$ cat src/rtl/eth_tx_arbiter_if.sv
// Signal bundle between the ARP/IP frame requesters, the Ethernet TX arbiter and the byte stream sink.
// master = arbiter side (drives grants, read strobes and the TX stream), slave = requester/sink side.
interface eth_tx_arbiter_if;
   logic        arp_req;
   logic [47:0] arp_dst_mac;
   logic [10:0] arp_len;
   logic [7:0]  arp_data;
   logic        arp_grant;
   logic        arp_rd;
   logic        ip_req;
   logic [47:0] ip_dst_mac;
   logic [10:0] ip_len;
   logic [7:0]  ip_data;
   logic        ip_grant;
   logic        ip_rd;
   logic [7:0]  txdata;
   logic        tx_en;
   logic        busy;

   modport master (
      input  arp_req, arp_dst_mac, arp_len, arp_data,
      input  ip_req, ip_dst_mac, ip_len, ip_data,
      output arp_grant, arp_rd, ip_grant, ip_rd,
      output txdata, tx_en, busy
   );

   modport slave (
      output arp_req, arp_dst_mac, arp_len, arp_data,
      output ip_req, ip_dst_mac, ip_len, ip_data,
      input  arp_grant, arp_rd, ip_grant, ip_rd,
      input  txdata, tx_en, busy
   );
endinterface

$ cat src/rtl/eth_tx_arbiter.sv
// Round-robin ARP/IP Ethernet TX arbiter: header insertion, show-ahead payload reads, inter-frame gap.
// Define ETH_TX_PAD_EN to zero-pad short payloads up to the 46-byte Ethernet minimum.
module eth_tx_arbiter #(
   parameter int IFG_CYCLES = 12,
   parameter int MAX_LEN    = 1500
) (
   input  logic             clock,
   input  logic             sclr,
   input  logic [47:0]      BOARD_MAC,
   eth_tx_arbiter_if.master bus
);
`ifdef ETH_TX_PAD_EN
   typedef enum logic [2:0] {IDLE, HDR, PAYLOAD, PAD, IFG} state_t;
`else
   typedef enum logic [2:0] {IDLE, HDR, PAYLOAD, IFG} state_t;
`endif

   localparam logic [10:0] MAX_LEN_C = 11'(MAX_LEN);
   localparam int          PAD_MIN   = 46;

   state_t      state_q;
   logic        sel_ip_q;
   logic        ptr_ip_q;
   logic [47:0] dst_q;
   logic [10:0] len_q;
   logic [10:0] cnt_q;
   logic [3:0]  idx_q;
   logic [15:0] ifg_q;
   logic [7:0]  txdata_q;
   logic        tx_en_q;
   logic        grant_q;
   logic        rd_q;

   logic        win_ip_d;
   logic [47:0] win_dst_d;
   logic [10:0] win_len_d;
   logic [7:0]  pay_data_d;
   logic        data_done_d;
   logic        pad_start_d;
   logic        frame_done_d;

   function automatic logic [7:0] hdr_byte(input logic [3:0] idx, input logic [47:0] dst,
                                           input logic [47:0] src, input logic is_ip);
      int sh;
      logic [7:0] b;
      if (idx < 4'd6) begin
         sh = 40 - 8 * int'(idx);
         b  = 8'(dst >> sh);
      end else if (idx < 4'd12) begin
         sh = 88 - 8 * int'(idx);
         b  = 8'(src >> sh);
      end else if (idx == 4'd12) begin
         b = 8'h08;
      end else begin
         b = is_ip ? 8'h00 : 8'h06;
      end
      return b;
   endfunction

   always_comb begin
      // With both requests pending the pointer names the preferred requester.
      win_ip_d   = bus.ip_req && (!bus.arp_req || ptr_ip_q);
      win_dst_d  = win_ip_d ? bus.ip_dst_mac : bus.arp_dst_mac;
      win_len_d  = win_ip_d ? bus.ip_len : bus.arp_len;
      if (win_len_d > MAX_LEN_C) win_len_d = MAX_LEN_C;
      pay_data_d = sel_ip_q ? bus.ip_data : bus.arp_data;
      data_done_d = !rd_q && ((state_q == HDR && idx_q == 4'd13) || state_q == PAYLOAD);
`ifdef ETH_TX_PAD_EN
      pad_start_d  = data_done_d && (len_q < 11'(PAD_MIN));
      frame_done_d = (data_done_d && !pad_start_d) || (state_q == PAD && cnt_q == 11'd1);
`else
      pad_start_d  = 1'b0;
      frame_done_d = data_done_d;
`endif
   end

   always_ff @(posedge clock) begin
      if (sclr) begin
         state_q  <= IDLE;
         txdata_q <= '0;
         tx_en_q  <= 1'b0;
         grant_q  <= 1'b0;
         rd_q     <= 1'b0;
         sel_ip_q <= 1'b0;
         ptr_ip_q <= 1'b0;
      end else if (frame_done_d) begin
         state_q  <= IFG;
         txdata_q <= '0;
         tx_en_q  <= 1'b0;
         grant_q  <= 1'b0;
         rd_q     <= 1'b0;
         ifg_q    <= 16'(IFG_CYCLES - 1);
      end else if (pad_start_d) begin
`ifdef ETH_TX_PAD_EN
         state_q  <= PAD;
`endif
         txdata_q <= '0;
         cnt_q    <= 11'(PAD_MIN) - len_q;
      end else begin
         case (state_q)
            IDLE: begin
               if (bus.arp_req || bus.ip_req) begin
                  state_q  <= HDR;
                  sel_ip_q <= win_ip_d;
                  ptr_ip_q <= !win_ip_d;
                  dst_q    <= win_dst_d;
                  len_q    <= win_len_d;
                  grant_q  <= 1'b1;
                  tx_en_q  <= 1'b1;
                  txdata_q <= win_dst_d[47:40];
                  idx_q    <= 4'd0;
               end
            end
            HDR: begin
               // Raise rd one cycle early so the first payload byte follows the ethertype directly.
               if (idx_q == 4'd12) begin
                  rd_q  <= (len_q != 11'd0);
                  cnt_q <= len_q;
               end
               if (idx_q != 4'd13) begin
                  idx_q    <= idx_q + 4'd1;
                  txdata_q <= hdr_byte(idx_q + 4'd1, dst_q, BOARD_MAC, sel_ip_q);
               end else begin
                  state_q  <= PAYLOAD;
                  txdata_q <= pay_data_d;
                  rd_q     <= (cnt_q > 11'd1);
                  cnt_q    <= cnt_q - 11'd1;
               end
            end
            PAYLOAD: begin
               txdata_q <= pay_data_d;
               rd_q     <= (cnt_q > 11'd1);
               cnt_q    <= cnt_q - 11'd1;
            end
`ifdef ETH_TX_PAD_EN
            PAD: begin
               cnt_q <= cnt_q - 11'd1;
            end
`endif
            IFG: begin
               if (ifg_q == 16'd0) state_q <= IDLE;
               else ifg_q <= ifg_q - 16'd1;
            end
            default: state_q <= IDLE;
         endcase
      end
   end

   assign bus.txdata    = txdata_q;
   assign bus.tx_en     = tx_en_q;
   assign bus.busy      = (state_q != IDLE);
   assign bus.arp_grant = grant_q && !sel_ip_q;
   assign bus.ip_grant  = grant_q && sel_ip_q;
   assign bus.arp_rd    = rd_q && !sel_ip_q;
   assign bus.ip_rd     = rd_q && sel_ip_q;
endmodule

$ cat src/flat_wrapper.sv
// flat-port wrapper written by rule: the top's interface ports become plain ports
module eth_tx_arbiter_flat 
#(
   parameter int IFG_CYCLES = 12,
   parameter int MAX_LEN    = 1500
)
  (clock, sclr, BOARD_MAC, bus_arp_req, bus_arp_dst_mac, bus_arp_len, bus_arp_data, bus_ip_req, bus_ip_dst_mac, bus_ip_len, bus_ip_data, bus_arp_grant, bus_arp_rd, bus_ip_grant, bus_ip_rd, bus_txdata, bus_tx_en, bus_busy);
  eth_tx_arbiter_if bus_i ();
  input  logic clock;
  input  logic sclr;
  input  logic [47:0] BOARD_MAC;
  input wire logic [$bits(bus_i.arp_req)-1:0] bus_arp_req;
  input wire logic [$bits(bus_i.arp_dst_mac)-1:0] bus_arp_dst_mac;
  input wire logic [$bits(bus_i.arp_len)-1:0] bus_arp_len;
  input wire logic [$bits(bus_i.arp_data)-1:0] bus_arp_data;
  input wire logic [$bits(bus_i.ip_req)-1:0] bus_ip_req;
  input wire logic [$bits(bus_i.ip_dst_mac)-1:0] bus_ip_dst_mac;
  input wire logic [$bits(bus_i.ip_len)-1:0] bus_ip_len;
  input wire logic [$bits(bus_i.ip_data)-1:0] bus_ip_data;
  output wire logic [$bits(bus_i.arp_grant)-1:0] bus_arp_grant;
  output wire logic [$bits(bus_i.arp_rd)-1:0] bus_arp_rd;
  output wire logic [$bits(bus_i.ip_grant)-1:0] bus_ip_grant;
  output wire logic [$bits(bus_i.ip_rd)-1:0] bus_ip_rd;
  output wire logic [$bits(bus_i.txdata)-1:0] bus_txdata;
  output wire logic [$bits(bus_i.tx_en)-1:0] bus_tx_en;
  output wire logic [$bits(bus_i.busy)-1:0] bus_busy;
  assign bus_i.arp_req = bus_arp_req;
  assign bus_i.arp_dst_mac = bus_arp_dst_mac;
  assign bus_i.arp_len = bus_arp_len;
  assign bus_i.arp_data = bus_arp_data;
  assign bus_i.ip_req = bus_ip_req;
  assign bus_i.ip_dst_mac = bus_ip_dst_mac;
  assign bus_i.ip_len = bus_ip_len;
  assign bus_i.ip_data = bus_ip_data;
  assign bus_arp_grant = bus_i.arp_grant;
  assign bus_arp_rd = bus_i.arp_rd;
  assign bus_ip_grant = bus_i.ip_grant;
  assign bus_ip_rd = bus_i.ip_rd;
  assign bus_txdata = bus_i.txdata;
  assign bus_tx_en = bus_i.tx_en;
  assign bus_busy = bus_i.busy;
  eth_tx_arbiter #(.IFG_CYCLES(IFG_CYCLES), .MAX_LEN(MAX_LEN)) u_core (.clock(clock), .sclr(sclr), .BOARD_MAC(BOARD_MAC), .bus(bus_i));
endmodule
$ cat config.mk
export PLATFORM = sky130hd
export DESIGN_NAME = eth_tx_arbiter_flat
export DESIGN_NICKNAME = d
export VERILOG_FILES = /design/src/rtl/eth_tx_arbiter_if.sv /design/src/rtl/eth_tx_arbiter.sv /design/src/flat_wrapper.sv
export SDC_FILE = /design/constraint.sdc
export NUM_CORES = 1
export LEC_CHECK = 0
export CORE_UTILIZATION = 47
export CTS_CLUSTER_SIZE = 14
export DETAILED_ROUTE_END_ITERATION = 7
export HOLD_SLACK_MARGIN = 0.15
export PLACE_DENSITY = 0.81
export RECOVER_POWER = 100
export SLEW_MARGIN = 5
export SYNTH_ARGS = -nofsm -noshare
export SYNTH_HDL_FRONTEND = slang
export SYNTH_SLANG_ARGS = --single-unit
export TNS_END_PERCENT = 30
$ cat constraint.sdc
create_clock -name clock -period 4.9 [get_ports clock]
set_input_delay 0.49 -clock clock [delete_from_list [all_inputs] [get_ports clock]]
set_output_delay 0.49 -clock clock [all_outputs]
set_load 0.005 [all_outputs]
==> summary.md <==
| Metric | Value |
|---|---|
| Outcome | complete, no violations |
| Final Skew | 8.69 ps |
| Synthesized Nets | 737 |
| Sink Count | 104 |
| Number of distinct library cells after synthesis | 64 |
| GP Congestion | 0.905 |
| All-Layer GR Usage | 24.8% |
| Critical Path AT | 4290 ps |
| DRT Pass-1 Iters | 5 |
| Via count | 5161 |
| Register area | 2980 um2 |
| Power per Cell Area | 461 nW/um2 |
| IO Port Bufs | 199 |
| Mean Syn Cell Area | 11.7 um2 |
| Setup TNS | 0 ps |
| Die Y | 118 um |
| Final setup vio count | 0 |
| Post-route cell area | 8690 um2 |
| Drt wl/cell | approximately 19 um |
| DRC violations left | 0 |
| Crit. End Element | flop |
| Nets | 923 |
| Crit path max fanout | 16 |
| Share of layout cells above drive strength 1 | 13.3% |
| Die ar. | 13900 um2 |
| IO Count | 200 |
| Share of flip-flops with an asynchronous set or reset | 0% |
| Cell count after synthesis | ~540 |
| FF+latch count, synth | between 100 and 150 |
| Pre-CTS setup slack | 1360 ps |
| CTS clock-pin slew for the worst setup and hold paths | ~70 ps |
| Max Cap Viol | 0 |
| Sequential area share after synthesis | 47.2% |
| 1st-iter DRT viols | 341 |
| Leakage power | 3.10 nW |
| Row cnt | slightly above 40 |
| Power consumption | 4.01 mW |
| Leading area contributor after synthesis | edfxtp_1 |
| Post CTS Setup Buffer Count | 0 |
| Post-Route WL | between 15 and 20 mm |
| Multi-input gate area | slightly above 3000 um2 |
| Deepest clock path buffer count | 2 |
| Syn. warnings | 0 |
| Count leader, synth | edfxtp_1 |
| Crit path required time | 5130 ps |
| Filler cells | roughly 980 |
| Final worst-path cycle share | 82.8% |
| Mapped Area | 6320 um2 |
| CTS Hold Bufs | 0 |
| Synth area leaders | edfxtp_1 (43%), mux2_2 (10%), mux4_2 (5.7%), dfxtp_1 (4.4%), mux2i_1 (3.6%) |
| TritonCTS clock tree | built |
| Worst vdd ir | 238 uV |
| Pin count of the biggest net entering global routing | 41 |
| Slew of the pin with the lowest slew margin | 1400 ps |
| Routed Antenna Nets | 0 |
| CORE AREA | 12900 um2 |
| EDFF count, synth | 90 |
| DPL Wire Length | 13.6 mm |
| Total grt overflow | 0 |
| Initial antenna violation count | 0 |
| HP Class | reg -> reg |
| Critical path class | reg -> reg |
| Chip Width | 118 um |
| Post-synth top flop | edfxtp_1 |
| Area delta synth->final | 37.6% |
| Worst-Skew Late Latency | around 340 ps |
| Clock buffer count from CTS | 9 |
| Post-synth top cells | edfxtp_1 (90), mux2_2 (58), nand2_1 (35), nor2_1 (35), o21ai_0 (34) |
| Final slew viol count | 0 |
| Vias in the first global route | between 5000 and 6000 |
| Yosys top cell area share | a little over two fifths |
| Setup slack after layout | ~840 ps |
| Root Driver | clkbuf_16 |
| Max Clk Rate | 0.246 GHz |
| # diodes | 0 |
| Fin crit period | 4060 ps |
| RSZ-0062 raised after global routing | false |
| Avg Vias per Cell | 5.73 |
| Relative slew margins | 6.44% |
| Initial core utilization | 49.1% |
| Post-DP Area | 8420 um2 |
| Fin. Hold Viols | 0 |
| First-pass GRT wire length | 26.7 mm |
| H-tree Lvls | 3 |
| Post-CTS Resized | 0 |
| Critical path launch point type | flop |
==> worst max-delay path: stages (launching register included) <==
cell and delay, ps:
edfxtp_1 480, ha_1 270, xnor2_1 790, clkinv_1 540
ha_1 800, mux4_2 390, a21o_1 190, o21ai_0 90
o221ai_1 150, a32o_1 250
==> final timing paths <==
check                  startpoint                   end  slack (ps)  depth (start not counted)
min          u_core.bus.txdata[3]  u_core.bus.txdata[3]         510                          2
min reg2reg  u_core.bus.txdata[3]  u_core.bus.txdata[3]         510                          2
max reg2reg       u_core.idx_q[1]  u_core.bus.txdata[4]         840                          9
max               u_core.idx_q[1]  u_core.bus.txdata[4]         840                          9
==> kinds of logic after synthesis <==
family                   Yosys count  synth area share, %
flip-flops                       104                 47.2
XOR/XNOR                          24                 3.45
multiplexers                      97                 19.7
AND/OR/NAND/NOR                  135                 11.1
AO/OA/AOI/OAI                    111                 11.9
adder cells (fa/ha/maj)           13                 2.57
buffers and inverters             54                 4.08
==> state kept, by name, indices dropped and copies added (netlist names), 2 cells and up <==
name and count:
u_core.idx_q 4, u_core.dst_q 48, u_core.ifg_q 16, u_core.len_q 11
u_core.cnt_q 11, u_core.bus.txdata 8, u_core.state_q 2
==> layout by cell type, fill, tap and decap left out, types with 14 or more instances in the layout <==
cell type	n
edfxtp_1	90
inv_1	22
mux4_2	16
o21ai_0	34
xnor2_1	18
mux2_2	49
dfxtp_1	14
mux2i_1	23
nor2_1	34
clkdlybuf4s50_1	186
nand2_1	35
a21oi_1	18
==> metal layers <==
layer	vias up	GRT usage, %	wire [um]
li1	2428	-	-
met1	2433	28.2	6460
met5	-	0	0
met4	0	9.86	551
met3	43	4.31	1080
met2	257	45.7	9170
==> stage by stage <==
stage	std cells	utilization (%)	hold WS [ps]
finish	901	67.5	505
global route	901	67.5	525
CTS	901	67.7	513
detailed placement	885	65.4	503
global placement	885	65.4	493
floorplan	538	-	462
==> power breakdown <==
group / switching (mW) / total, mW / internal (mW)
Clock: 0.321 / 0.735 / 0.414
Sequential: 0.145 / 1.41 / 1.27
Combinational: 1.02 / 1.86 / 0.838
==> cell type report <==
type / count / share of cell area (%)
Timing Repair Buffer: 206 / 23.3
Inverter: 23 / 0.993
Multi-Input combinational cell: 380 / 35.4
Clock inverter: 5 / 0.734
Clock buffer: 11 / 2.79
Sequential cell: 104 / 34.3
Tap cell: 172 / 2.48
No activity file was read; power rests on OpenSTA's default activity.
